### src/rtl/fpu_pkg.sv
// Shared definitions for the double-precision round/pack paths: rounding-mode
// encodings, the all-ones exponent, signed-zero encodings and the stage-1 payload.
package fpu_pkg;

  localparam logic [1:0] RM_NEAREST = 2'b00;
  localparam logic [1:0] RM_ZERO    = 2'b01;
  localparam logic [1:0] RM_POS_INF = 2'b10;
  localparam logic [1:0] RM_NEG_INF = 2'b11;

  localparam logic [10:0] EXP_MAX = 11'h7FF;

  localparam logic [63:0] POS_ZERO = 64'h0000_0000_0000_0000;
  localparam logic [63:0] NEG_ZERO = 64'h8000_0000_0000_0000;

  // Round decision already folded into rnd; neg_zero remembers the mode for the exact-zero sign.
  typedef struct packed {
    logic        sign;
    logic        neg_zero;
    logic        exact_zero;
    logic        inexact;
    logic [10:0] exp;
    logic [53:0] rnd;
  } s1_payload_t;

endpackage

### src/rtl/fpu_round_decide.sv
// IEEE-754 round-up decision from sign, guard, sticky and result LSB.
// Shared by the sub, mul and div round paths.
module fpu_round_decide
  import fpu_pkg::*;
(
  input  logic       sign,
  input  logic       g,
  input  logic       s,
  input  logic       lsb,
  input  logic [1:0] mode,
  output logic       round_up
);

  always_comb begin
    round_up = 1'b0;
    case (mode)
      RM_NEAREST: round_up = g & (s | lsb);
      RM_ZERO:    round_up = 1'b0;
      RM_POS_INF: round_up = ~sign & (g | s);
      RM_NEG_INF: round_up = sign & (g | s);
      default:    round_up = 1'b0;
    endcase
  end

endmodule

### src/rtl/fpu_sub_round_pack.sv
// Rounds, renormalises and packs the subtract pipeline's unrounded result into a
// double, through a two-stage valid/ready pipeline that can stall on out_ready.
module fpu_sub_round_pack #(
  parameter int EXP_W  = 11,
  parameter int FRAC_W = 52
) (
  input  logic                    clk,
  input  logic                    rst,
  input  logic                    in_valid,
  output logic                    in_ready,
  input  logic                    sign,
  input  logic [FRAC_W+3:0]       diff_2,
  input  logic [EXP_W-1:0]        exponent_2,
  input  logic [1:0]              round_mode,
  output logic                    out_valid,
  input  logic                    out_ready,
  output logic [EXP_W+FRAC_W:0]   result,
  output logic                    inexact,
  output logic                    underflow,
  output logic                    zero,
  output logic                    busy
);

  import fpu_pkg::*;

  logic        round_up;
  logic        s2_load;
  logic        s1_adv;
  logic        accept;
  logic        s1_valid_q, s1_valid_d;
  logic        s2_valid_q, s2_valid_d;
  s1_payload_t s1_q, s1_d, s1_in;
  logic [63:0] result_q, result_d;
  logic        inexact_q, inexact_d;
  logic        underflow_q, underflow_d;
  logic        zero_q, zero_d;
  logic [10:0] exp_n;
  logic [51:0] frac_n;

  fpu_round_decide u_round_decide (
    .sign     (sign),
    .g        (diff_2[1]),
    .s        (diff_2[0]),
    .lsb      (diff_2[2]),
    .mode     (round_mode),
    .round_up (round_up)
  );

  always_comb begin
    s1_in            = '0;
    s1_in.sign       = sign;
    s1_in.neg_zero   = (round_mode == RM_NEG_INF);
    s1_in.exact_zero = (diff_2 == '0);
    s1_in.inexact    = diff_2[1] | diff_2[0];
    s1_in.exp        = exponent_2;
    s1_in.rnd        = diff_2[55:2] + {53'd0, round_up};
  end

  // s2 drains or refills whenever it is empty or the consumer takes its beat.
  always_comb begin
    s2_load    = ~s2_valid_q | out_ready;
    s1_adv     = s1_valid_q & s2_load;
    in_ready   = ~s1_valid_q | s1_adv;
    accept     = in_valid & in_ready;
    s1_valid_d = accept | (s1_valid_q & ~s1_adv);
    s1_d       = accept ? s1_in : s1_q;
    s2_valid_d = s2_load ? s1_valid_q : s2_valid_q;
  end

  // Carry out of the hidden bit shifts right; a denormal that rounds into the hidden bit becomes normal.
  always_comb begin
    exp_n  = s1_q.exp;
    frac_n = s1_q.rnd[51:0];
    if (s1_q.rnd[53]) begin
      exp_n  = s1_q.exp + 11'd1;
      frac_n = s1_q.rnd[52:1];
    end else if ((s1_q.exp == 11'd0) && s1_q.rnd[52]) begin
      exp_n  = 11'd1;
    end
    if (exp_n == EXP_MAX) begin
      frac_n = '0;
    end
  end

  always_comb begin
    result_d    = result_q;
    inexact_d   = inexact_q;
    underflow_d = underflow_q;
    zero_d      = zero_q;
    if (s1_adv) begin
      if (s1_q.exact_zero) begin
        result_d    = s1_q.neg_zero ? NEG_ZERO : POS_ZERO;
        inexact_d   = 1'b0;
        underflow_d = 1'b0;
        zero_d      = 1'b1;
      end else begin
        result_d    = {s1_q.sign, exp_n, frac_n};
        inexact_d   = s1_q.inexact;
        underflow_d = s1_q.inexact & (exp_n == 11'd0);
        zero_d      = (exp_n == 11'd0) & (frac_n == '0);
      end
    end
  end

  always_ff @(posedge clk or negedge rst) begin
    if (!rst) begin
      s1_valid_q  <= 1'b0;
      s2_valid_q  <= 1'b0;
      s1_q        <= '0;
      result_q    <= '0;
      inexact_q   <= 1'b0;
      underflow_q <= 1'b0;
      zero_q      <= 1'b0;
    end else begin
      s1_valid_q  <= s1_valid_d;
      s2_valid_q  <= s2_valid_d;
      s1_q        <= s1_d;
      result_q    <= result_d;
      inexact_q   <= inexact_d;
      underflow_q <= underflow_d;
      zero_q      <= zero_d;
    end
  end

  assign out_valid = s2_valid_q;
  assign result    = result_q;
  assign inexact   = inexact_q;
  assign underflow = underflow_q;
  assign zero      = zero_q;
  assign busy      = s1_valid_q | s2_valid_q;

endmodule

### config.mk
export PLATFORM = sky130hd
export DESIGN_NAME = fpu_sub_round_pack
export DESIGN_NICKNAME = d
export VERILOG_FILES = /design/src/rtl/fpu_pkg.sv /design/src/rtl/fpu_round_decide.sv /design/src/rtl/fpu_sub_round_pack.sv
export SDC_FILE = /design/constraint.sdc
export NUM_CORES = 1
export LEC_CHECK = 0
export CORE_MARGIN = 3
export CORE_UTILIZATION = 55
export DETAILED_ROUTE_END_ITERATION = 12
export PLACE_DENSITY_LB_ADDON = 0.05
export SYNTH_ARGS = -nofsm -noshare
export SYNTH_HDL_FRONTEND = slang
export SYNTH_SLANG_ARGS = --single-unit
### constraint.sdc
create_clock -name clk -period 4 [get_ports clk]
set_clock_uncertainty 0.15 [all_clocks]
set_input_delay 0.4 -clock clk [delete_from_list [all_inputs] [get_ports clk]]
set_output_delay 0.4 -clock clk [all_outputs]
set_load 0.1 [all_outputs]
* Yosys cells after proc, flatten, opt, wreduce, memory -nomap -nowiden *
Cells that the tools add are included.

word-level totals
  bits in registers = 138
  input port bits = 74
  word-level logic and storage cells = 52

operators by class
  add/sub/neg operators = 2
  equality and inequality tests = 4
  multiplexer cells = 10
  bitwise operators = 18
  reductions and logical operators = 6

operators with widths
  operator                 number
  $mux W64                 2
  $mux W52                 2
  $logic_not A56 Y1        1
  $add A54 B1 Y54          1
  $logic_not A52 Y1        1
  $logic_not A11 Y1        2
  $mux W11                 2
  $add A11 B1 Y11 const B  1
  $eq A11 B11 Y1 const B   1
  $and A1 B1 Y1            8
  $or A1 B1 Y1             6
  $eq A2 B2 Y1 const B     2
  $not A1 Y1               4
  $pmux W1 S4              1
  $mux W1                  3
  $eq A2 B1 Y1 const B     1
  $logic_not A2 Y1         1
  $logic_and A1 B1 Y1      1

* Depth between registers and ports, before layout *
Gate-level depths: netlist of the first run.

  depth in word-level cells = 9
  gate-level depth with buffers = 15
  depth with buffers taken out = 13

* By module *
Synthesis of the first run repeated with hierarchy kept, for this count alone.

unflattened totals
  cell total of the unflattened synthesis = 798
  area, all modules = 7479.7 um^2

modules (own cells, without submodules)
  module              instances  cells each  area an instance (um^2)  sequential area each (um^2)
  fpu_sub_round_pack  1          793         7444.6                   3453.3
  fpu_round_decide    1          5           35.0                     0.0

* Worst setup path before layout of the first run *
OpenSTA, ideal clock, no wires.

  kind = register to register
  start = register s2_valid_q, in the netlist out_valid
  end = register s1_q[0] (netlist name)
  library setup time = 0.065 ns
  arrival = 3.218 ns
  required time = 3.785 ns
  slack = 0.567 ns
  cell stages (with the launch flop) = 8
  period minus slack after synthesis = 3.433 ns
  cell sequence = dfrtp_1 > nand3b_1 > nand2_1 > clkbuf_1 > clkbuf_1 > clkbuf_1 > nand2_1 > nand2_1

on the way
  longest elaborated chain between the ends = 5

ends and longest elaborated chain
  item                    line                       text
  from (decl)             fpu_sub_round_pack.sv:31   logic s2_valid_q, s2_valid_d;
  from (signal assigned)  fpu_sub_round_pack.sv:116  s2_valid_q <= s2_valid_d;
  $not A1 Y1              fpu_sub_round_pack.sv:61   s2_load = ~s2_valid_q | out_ready;
  $or A1 B1 Y1            fpu_sub_round_pack.sv:61
  $and A1 B1 Y1           fpu_sub_round_pack.sv:62   s1_adv = s1_valid_q & s2_load;
  $or A1 B1 Y1            fpu_sub_round_pack.sv:63   in_ready = ~s1_valid_q | s1_adv;
  net in_ready            fpu_sub_round_pack.sv:10   output logic in_ready,
  $and A1 B1 Y1           fpu_sub_round_pack.sv:64   accept = in_valid & in_ready;
  to (signal assigned)    fpu_sub_round_pack.sv:109  s1_q <= '0;
  to (signal assigned)    fpu_sub_round_pack.sv:117  s1_q <= s1_d;
  to (decl)               fpu_sub_round_pack.sv:32   s1_payload_t s1_q, s1_d, s1_in;

The timed path passes the listed nets, and every way through them passes these cells.
A chain may end at the register's enable or synchronous reset.

* Final worst setup path of the first run *
  start = register s1_q[53] (netlist name)
  end = register result_q[31], in the netlist result[31]

on the way
  longest elaborated chain between the ends = 4
  elaborated cells between the ends (all ways) = 5

ends and longest elaborated chain
  item                  line                       text
  $mux W11              fpu_sub_round_pack.sv:74   if (s1_q.rnd[53]) begin
  $eq A11 B11 Y1        fpu_sub_round_pack.sv:80   if (exp_n == EXP_MAX) begin
  $mux W52 *            fpu_sub_round_pack.sv:80
  $mux W64 *            fpu_sub_round_pack.sv:91   if (s1_q.exact_zero) begin
  to (signal assigned)  fpu_sub_round_pack.sv:118  result_q <= result_d;
  to (decl)             fpu_sub_round_pack.sv:33   logic [63:0] result_q, result_d;

Mark *: on every way between the ends. The rest lies on a longest branch, timed or not.

==> impl_metrics.py, run 1 <==
metrics = {
    "grt": {
        "grt_max_degree": 120,
        "grt_overflow": 0,
        "antenna_found_initial": 0,
        "grt_use_total": 0.2695,
        "grt_pass1_vias": 6511,
        "grt_pass1_wl_um": 33920,
    },
    "logic_synthesis": {
        "ys_ff_latch": 138,
        "synth_async_sr_flop_share": 1.000,
        "yosys.area.top_type": "dfrtp_1",
        "synth-seq-area-share": 0.4487,
        "synth-compound-area-share": 0.1341,
        "synth-edff-count": 0,
        "synthCells": 823,
        "synth.distinct_cells": 57,
        "synth_top_family_by_area": "simple AND/OR/NAND/NOR gates",
        "syn-cell-area_mm2": 0.007696,
        "syn_nets": 901,
        "muxShareOfSynthArea": 0.06893,
        "synthSimpleGateAreaFrac": 0.2260,
        "syn_area_per_cell_um2": 9.351,
        "synth_top_area_frac": 0.4487,
        "synth_area_leaders": "dfrtp_1 (45%), nand2_1 (8.7%), mux2i_1 (6.9%)",
        "yosysWarningCount": 0,
        "synthAdderAreaFrac": 0.006503,
        "synth-main-ff-cell": "dfrtp_1",
        "synth_xor_area_frac": 0.06942,
    },
    "drt": {
        "avgViaCountPerCell": 5.802,
        "ant_nets": 0,
        "drt-wirelength-per-cell_um": 18.14,
        "firstDrtPassIters": 5,
        "via_count": 6556,
        "routed_wl_um": 20500,
        "drc": 0,
        "drtIter0Drc": 583,
    },
    "setup_path": {
        "crit_path_end_kind": "flop",
        "setup.worst_path.start_class": "flop",
        "reg2reg_to": "result[31]",
        "worst-path-max-fanout": 44,
        "worstPathRequired_ns": 4.15,
        "r2r_cells": 7,
        "critical_path_class": "reg -> reg",
        "crit_arrival_ns": 3.22,
        "r2r_slack_ns": 0.93,
        "worstReg2RegStart": "s1_q[53]",
    },
    "power_and_ir_drop": {
        "clockPowerShare": 0.286,
        "combPwrFrac": 0.388,
        "swShare": 0.4375,
        "power_mw": 5.871,
        "ir_worst_vdd_mv": 0.4090,
        "leakagePower_nw": 4.012,
        "switchingPower_mw": 2.569,
        "power_frac_seq": 0.326,
        "internal_power_mw": 3.302,
        "power_density_mw_per_mm2": 601.9,
    },
    "sta": {
        "finalSetupViolations": 0,
        "fin_crit_sh": 0.7675,
        "fmax_mhz": 325.7,
        "hold_ws_ns": 0.3226,
        "fin_ws_ns": 0.9301,
        "finalSetupTns_ns": 0,
        "slew_violations": 0,
        "rsz0062_at_grt": "no",
        "worst_pin_slew_ns": 1.090,
        "hold_viol_final": 0,
        "period_needed_ns": 3.070,
        "relSlewSlack": 0.2732,
    },
    "finish": {
        "stdcell_area_mm2": 0.009754,
        "antenna_cells": 0,
        "mostFrequentLayoutCells": "nand2_1 (177), clkdlybuf4s50_1 (141), dfrtp_1 (137)",
        "nets": 1019,
        "final_cells": 1130,
        "final_common_cell": "nand2_1",
        "postLayoutCoreUtil": 0.7251,
        "syn2layout_area_growth_pct": 26.74,
        "drive_gt1_frac": 0.1132,
    },
    "clocking": {
        "clk_latency_ns": 0.42,
        "path_clk_slew_ns": 0.06,
        "tritoncts": "yes",
        "clk_path_buf_depth": 2,
        "clock-sinks": 138,
        "cts-htree-levels": 4,
        "cts_buffers": 17,
        "cts_setup_buffers": 0,
        "cts_resized": 0,
        "root_buffer": "clkbuf_16",
        "ctsHoldBuffers": 1,
    },
    "floorplan": {
        "ios": 144,
        "row_count": 42,
        "design.core.area_mm2": 0.01345,
        "initial_utilization": 0.5721,
        "die_w_um": 124.3,
        "die_area_mm2": 0.01545,
        "die_height_um": 124.3,
    },
    "min_path": {
        "holdPathEnd": "result[35]",
        "hold_depth": 2,
        "worstHoldStart": "result[35]",
        "hold_class": "reg -> reg",
    },
    "placed_design": {
        "dpl_cell_area_mm2": 0.009111,
        "port_buffers": 143,
        "placedCellCount": 1097,
        "gp_congestion": 0.9061,
        "dp_hpwl_um": 15250,
        "pre_cts_ws_ns": 0.5677,
    },
    "run": {
        "drv_cap": 0,
    },
    "status": {
        "status": "finished clean",
    },
}
[registers in the layout, indices dropped and copies added, names as in the netlist]
signal,count
underflow,1
inexact,1
s1_valid_q,1
result,64
out_valid,1
s1_q,69
zero,1
[synthesized netlist by cell type, types with 2 or more instances]
| library cell | count |
|---|---|
| nor4_1 | 24 |
| or3_1 | 4 |
| and4_1 | 3 |
| nand3b_1 | 5 |
| and3_1 | 14 |
| nand4_2 | 2 |
| nand3_2 | 2 |
| xor2_1 | 39 |
| nand2_1 | 179 |
| nand3_1 | 31 |
| or4_1 | 2 |
| o21ai_1 | 19 |
| dfrtp_1 | 138 |
| a31oi_1 | 4 |
| buf_2 | 16 |
| xnor2_1 | 22 |
| nand4_1 | 21 |
| nor2_1 | 23 |
| nor4_4 | 2 |
| a211oi_1 | 2 |
| mux2i_1 | 53 |
| ha_1 | 4 |
| buf_4 | 6 |
| inv_1 | 11 |
| nand2b_1 | 7 |
| o21ai_2 | 50 |
| a21oi_1 | 8 |
| nor3_1 | 9 |
| or2_2 | 2 |
| clkbuf_1 | 24 |
| buf_12 | 5 |
| and2_1 | 5 |
| nor2b_1 | 3 |
| o21ai_0 | 61 |
[logic make-up (layout without fill, tap and decap cells)]
group | after synthesis | count (layout)
AO/OA/AOI/OAI | 157 | 157
adder cells (fa/ha/maj) | 4 | 4
AND/OR/NAND/NOR | 348 | 348
multiplexers | 53 | 53
buffers and inverters | 62 | 193
flip-flops | 138 | 138
XOR/XNOR | 61 | 61
[critical path, stage by stage, from the launching register on]
cell and delay, ns:
dfrtp_4 0.83, nand4_1 0.33, nor3_2 0.25, xnor2_1 0.14, a2111oi_2 0.34, nand2b_4 0.48, buf_12 0.29, o21ai_2 0.09
[worst max path at each step]
stage | from | to | depth (start not counted)
CTS | s1_q[53] | result[31] | 7
floorplan | out_valid | s1_q[0] | 7
finish | s1_q[53] | result[31] | 7
global placement | round_mode[0] | s1_q[46] | 15
global route | round_mode[0] | s1_q[46] | 15
detailed placement | round_mode[0] | s1_q[46] | 15
[cell type report]
| class | instances | area [um^2] |
|---|---|---|
| sequential | 138 | 3457 |
| inverter | 11 | 41.29 |
| timing repair buffer | 150 | 1506 |
| clock buffer | 19 | 442.9 |
| clock inverter | 13 | 190.2 |
| tap | 176 | 220.2 |
| fill | 1023 | 3699 |
| multi-input combinational | 623 | 3896 |
[power groups by stage]
stage	clock network [mW]	logic, mW	registers (mW)
3_5_place_dp	0	2.28	1.94
6_report	1.68	2.28	1.92
2_1_floorplan	0	0.603	2.98
3_3_place_gp	0	2.25	1.92
4_1_cts	1.69	2.29	1.91
5_1_grt	1.76	2.39	1.95
[layer usage]
metal,global-route usage,share of wire,vias to the layer above
li1,-,-,3127
met1,0.3917,0.44,3125
met2,0.4062,0.46,282
met3,0.06861,0.087,22
met4,0.06834,0.015,0
met5,0,0,-
(Power assumes the default switching activity.)
==> inputs of run 2 (changes only) <==
Settings changed: CORE_UTILIZATION 55 to 53.
Clock period 4 ns to 2.9 ns, I/O delays scaled along.
==> run 2 against run 1 <==
Compared with the run above:
- final area is 0.49% higher
- register-to-register slack worse by 0.78 ns
- maximum frequency is 12% higher
- die area is 3.6% higher
- cell count is 2.7% higher
- largest cell class unchanged
==> impl_metrics.py, run 2 (same netlist as run 1, synthesis figures left out) <==
metrics = {
    "clocking": {
        "path_clk_slew_ns": 0.06,
        "cts-htree-levels": 4,
        "clock-sinks": 138,
        "tritoncts": "yes",
        "root_buffer": "clkbuf_16",
        "cts_setup_buffers": 0,
        "clk_latency_ns": 0.43,
        "cts_buffers": 17,
        "clk_path_buf_depth": 2,
    },
    "setup_path": {
        "worstPathRequired_ns": 3.05,
        "r2r_cells": 8,
        "crit_path_end_kind": "flop",
        "worstReg2RegStart": "s1_q[54]",
        "worst-path-max-fanout": 30,
        "setup.worst_path.start_class": "flop",
        "critical_path_class": "reg -> reg",
        "crit_start": "s1_q[54]",
        "crit_arrival_ns": 2.91,
    },
    "finish": {
        "final_common_cell": "nand2_1",
        "final_cells": 1161,
        "syn2layout_area_growth_pct": 27.36,
        "antenna_cells": 0,
        "mostFrequentLayoutCells": "nand2_1 (177), dfrtp_1 (135), buf_4 (99)",
        "nets": 1047,
        "top_register": "s1_q",
        "largest_reg_flops": 69,
        "fillers": 1106,
        "drive_gt1_frac": 0.2130,
    },
    "sta": {
        "hold_viol_final": 0,
        "period_needed_ns": 2.752,
        "rsz0062_at_grt": "no",
        "finalSetupTns_ns": 0,
        "worst_pin_slew_ns": 0.5718,
        "relSlewSlack": 0.6153,
        "finalSetupViolations": 0,
        "slew_violations": 0,
        "fmax_mhz": 363.4,
        "fin_crit_sh": 0.9490,
    },
    "min_path": {
        "worstHoldStart": "exponent_2[9]",
        "hold_class": "in -> reg",
        "hold_depth": 3,
    },
    "drt": {
        "avgViaCountPerCell": 5.721,
        "routed_wl_um": 20670,
        "firstDrtPassIters": 5,
        "drt-wirelength-per-cell_um": 17.81,
        "drtIter0Drc": 502,
        "ant_nets": 0,
        "via_count": 6642,
        "drc": 0,
    },
    "floorplan": {
        "initial_utilization": 0.5481,
        "die_height_um": 126.5,
        "die_area_mm2": 0.01600,
        "die_w_um": 126.5,
        "design.core.area_mm2": 0.01404,
        "ios": 144,
        "row_count": 43,
    },
    "power_and_ir_drop": {
        "leakagePower_nw": 4.247,
        "ir_worst_vdd_mv": 0.5506,
        "power_density_mw_per_mm2": 809.7,
    },
    "placed_design": {
        "port_buffers": 143,
        "gp_congestion": 0.9152,
        "dp_hpwl_um": 15540,
        "placedCellCount": 1128,
    },
    "run": {
        "drv_cap": 0,
    },
    "grt": {
        "grt_overflow": 0,
        "grt_pass1_wl_um": 34040,
        "antenna_found_initial": 0,
        "grt_pass1_vias": 6444,
        "grt_max_degree": 74,
        "grt_use_total": 0.2667,
    },
    "status": {
        "status": "finished clean",
    },
}
run 2: worst max-delay path, cell delays in order, from the launching register on:
cell and delay (ns):
dfrtp_2 0.48, ha_1 0.32, nand3b_1 0.23, nor3b_1 0.25, o21ai_0 0.16, a2111oi_2 0.45, nand2b_4 0.25, buf_12 0.23
o21ai_2 0.09
run 2: final timing paths:
check	to	slack [ns]
max	result[41]	0.15
min	s1_q[63]	0.24
max reg2reg	result[41]	0.15
min reg2reg	s1_q[67]	0.33
max in group asynchronous	s1_q[21]	1.58
min in group asynchronous	result[57]	0.25
run 2: timing repair:
item | CTS | global route
gates resized for setup | 0 | 4
hold endpoints to repair | 39 | 0
hold buffers | 1 | 0
setup endpoints to repair | 0 | 57
run 2: routing by layer:
layer,vias up,part of all wire,track usage
li1,3182,-,-
met1,3191,0.47,0.3945
met2,241,0.45,0.4019
met3,28,0.061,0.05305
met4,0,0.018,0.07445
met5,-,0,0
run 2: stage by stage:
step                      instance area [um^2]  power [mW]  worst slack (ns)    util  hold slack [ns]
after detailed placement                  9175       5.767           -0.2582  0.6534           0.1639
after floorplan                           7700       4.943           0.01317       -          -0.1556
final                                     9802       7.937            0.1480  0.6980           0.2446
after global placement                    9175       5.715           -0.2006  0.6534           0.1590
after global routing                      9802       8.240           0.02008  0.6980           0.2555
after CTS                                 9782       7.972           0.08957  0.6966           0.2328
run 2: cell type report:
type	instances	area (um^2)	share of cell area
multi-input combinational	623	3906	0.3985
inverter	11	41.29	0.004212
timing repair buffer	178	1570	0.1602
clock buffer	17	425.4	0.04340
sequential	138	3462	0.3532
clock inverter	14	171.4	0.01749
tap	180	225.2	0.02298
run 2: report_power, final:
part           internal [mW]  switching, mW
clock                   1.35          0.851
sequential              2.27          0.345
combinational          0.762           2.35
total                   4.39           3.55
==> inputs of run 3 (changes only) <==
Settings changed: GPL_TIMING_DRIVEN set to 0.
==> run 3 against run 2 <==
Compared with the run above:
- register-to-register slack better by 0.06 ns
- final area is 2.7% higher
- die area stayed put
- wire length is 7.6% higher
- count of clock-buffer cells in the layout is 2 higher
- total power is 1.2% higher
- non-clock buffer count is 23 higher
- maximum frequency is 2.4% higher
- sequential share of layout area is 0.99 points lower
- utilization is 1.9 points higher
- clock power is 2% lower
- cell count is 2.1% higher
- highest routed layer unchanged
==> impl_metrics.py, run 3 (same netlist as run 1, synthesis figures left out) <==
metrics = {
    "power_and_ir_drop": {
        "power_density_mw_per_mm2": 797.2,
        "leakagePower_nw": 4.222,
        "ir_worst_vdd_mv": 0.5041,
        "power_mw": 8.028,
    },
    "grt": {
        "grt_pass1_wl_um": 35610,
        "grt_use_total": 0.2802,
        "grt_pass1_vias": 6797,
        "grt_overflow": 0,
        "grt_max_degree": 76,
        "antenna_found_initial": 0,
    },
    "floorplan": {
        "row_count": 43,
        "die_w_um": 126.5,
        "ios": 144,
        "initial_utilization": 0.5481,
        "die_height_um": 126.5,
        "design.core.area_mm2": 0.01404,
        "die_area_mm2": 0.01600,
    },
    "drt": {
        "avgViaCountPerCell": 5.796,
        "routed_wl_um": 22250,
        "via_count": 6868,
        "ant_nets": 0,
        "drtIter0Drc": 561,
        "drt-wirelength-per-cell_um": 18.78,
        "firstDrtPassIters": 7,
        "drc": 0,
    },
    "setup_path": {
        "setup.worst_path.start_class": "flop",
        "crit_arrival_ns": 2.84,
        "worst-path-max-fanout": 10,
        "crit_path_end_kind": "flop",
        "critical_path_class": "reg -> reg",
        "worstPathRequired_ns": 3.05,
    },
    "clocking": {
        "clock-sinks": 138,
        "clk_latency_ns": 0.41,
        "path_clk_slew_ns": 0.06,
        "root_buffer": "clkbuf_16",
        "cts-htree-levels": 4,
        "clk_path_buf_depth": 2,
        "tritoncts": "yes",
        "cts_buffers": 17,
    },
    "finish": {
        "fillers": 1045,
        "largest_reg_flops": 69,
        "antenna_cells": 0,
        "drive_gt1_frac": 0.1363,
        "final_common_cell": "nand2_1",
        "nets": 1070,
        "final_cells": 1185,
        "top_register": "s1_q",
        "mostFrequentLayoutCells": "nand2_1 (179), dfrtp_1 (137), clkdlybuf4s50_1 (136)",
        "syn2layout_area_growth_pct": 30.86,
    },
    "sta": {
        "hold_viol_final": 0,
        "finalSetupTns_ns": 0,
        "slew_violations": 0,
        "fin_crit_sh": 0.9268,
        "relSlewSlack": 0.3411,
        "period_needed_ns": 2.688,
        "finalSetupViolations": 0,
        "worst_pin_slew_ns": 0.9853,
        "rsz0062_at_grt": "no",
        "fmax_mhz": 372.1,
    },
    "placed_design": {
        "gp_congestion": 0.8682,
        "dp_hpwl_um": 16980,
        "port_buffers": 142,
        "placedCellCount": 1146,
    },
    "run": {
        "drv_cap": 0,
    },
    "min_path": {
        "hold_class": "in -> reg",
    },
    "status": {
        "status": "finished clean",
    },
}
## run 3: cell types whose count changed in the layout (fill, tap and decap cells not counted), sizes merged
cell           before  now
bufinv              3    2
clkbuf             17   43
clkinv              5    6
clkdlybuf4s50      72  136
dlymetal6s2s        0    4
clkinvlp            3    2
dlygate4sd2         0    1
buf               105   35
## run 3: what timing repair did
item                                    CTS  global route
endpoints found under the setup margin   11            87
setup buffers                             4             1
resized for setup                         7            10
cloned                                    1             0
hold buffers                              1             0
endpoints found under the hold margin    63             0
pin swaps                                 3             5
## run 3: final cells by class
cell class | count | area [um^2] | share of cell area
clock buffers | 19 | 442.9 | 0.04398
clock inverters | 13 | 142.6 | 0.01416
inverters | 11 | 41.29 | 0.004100
repair buffers | 150 | 1511 | 0.1501
multi-input cells | 623 | 3925 | 0.3897
well taps | 180 | 225.2 | 0.02236
plain buffers | 51 | 325.3 | 0.03230
flip-flops and latches | 138 | 3457 | 0.3433
## run 3: worst paths after layout
kind	endpoint	slack, ns	cells past startpoint	from
worst max-delay path	result[35]	0.21	10	s1_q[54]
worst min-delay path	s1_q[68]	0.11	3	sign
worst max register to register	result[35]	0.21	10	s1_q[54]
worst min register to register	s1_q[67]	0.32	2	s1_q[67]
max in group asynchronous	s1_q[50]	1.58	3	rst
min in group asynchronous	result[57]	0.27	2	rst
## run 3: layer usage
metal	vias to the layer above	GRT usage	wire length (um)
li1	3233	-	-
met1	3315	0.3854	9675
met2	283	0.4493	10450
met3	37	0.06737	1607
met4	0	0.07256	517
met5	-	0	0
## run 3: per-stage QoR
step           cell area [um^2]  worst slack [ns]  hold WS (ns)  utilization
5_1_grt                   10070           0.04051        0.1199       0.7172
3_5_place_dp               9375           -0.5481        0.1536       0.6676
6_report                  10070            0.2124        0.1112       0.7172
2_1_floorplan              7700           0.01317       -0.1556            -
4_1_cts                   10020         0.0008265        0.2058       0.7135
3_3_place_gp               9346            -4.679        0.3094       0.6656
## run 3: where the power goes
group / internal, mW / switching, mW / total (mW)
Sequential: 2.27 / 0.301 / 2.57
Combinational: 0.865 / 2.44 / 3.31
Clock: 1.30 / 0.853 / 2.15
Total: 4.43 / 3.60 / 8.03
## run 3: critical path, cell delays in order, from the launching register on
cell and delay (ns):
dfrtp_1 0.34, buf_2 0.21, inv_1 0.08, ha_1 0.20, nor4bb_1 0.14, a311oi_1 0.34, o22ai_1 0.19, a2111oi_4 0.36
nand2b_4 0.33, buf_12 0.18, o21ai_2 0.07
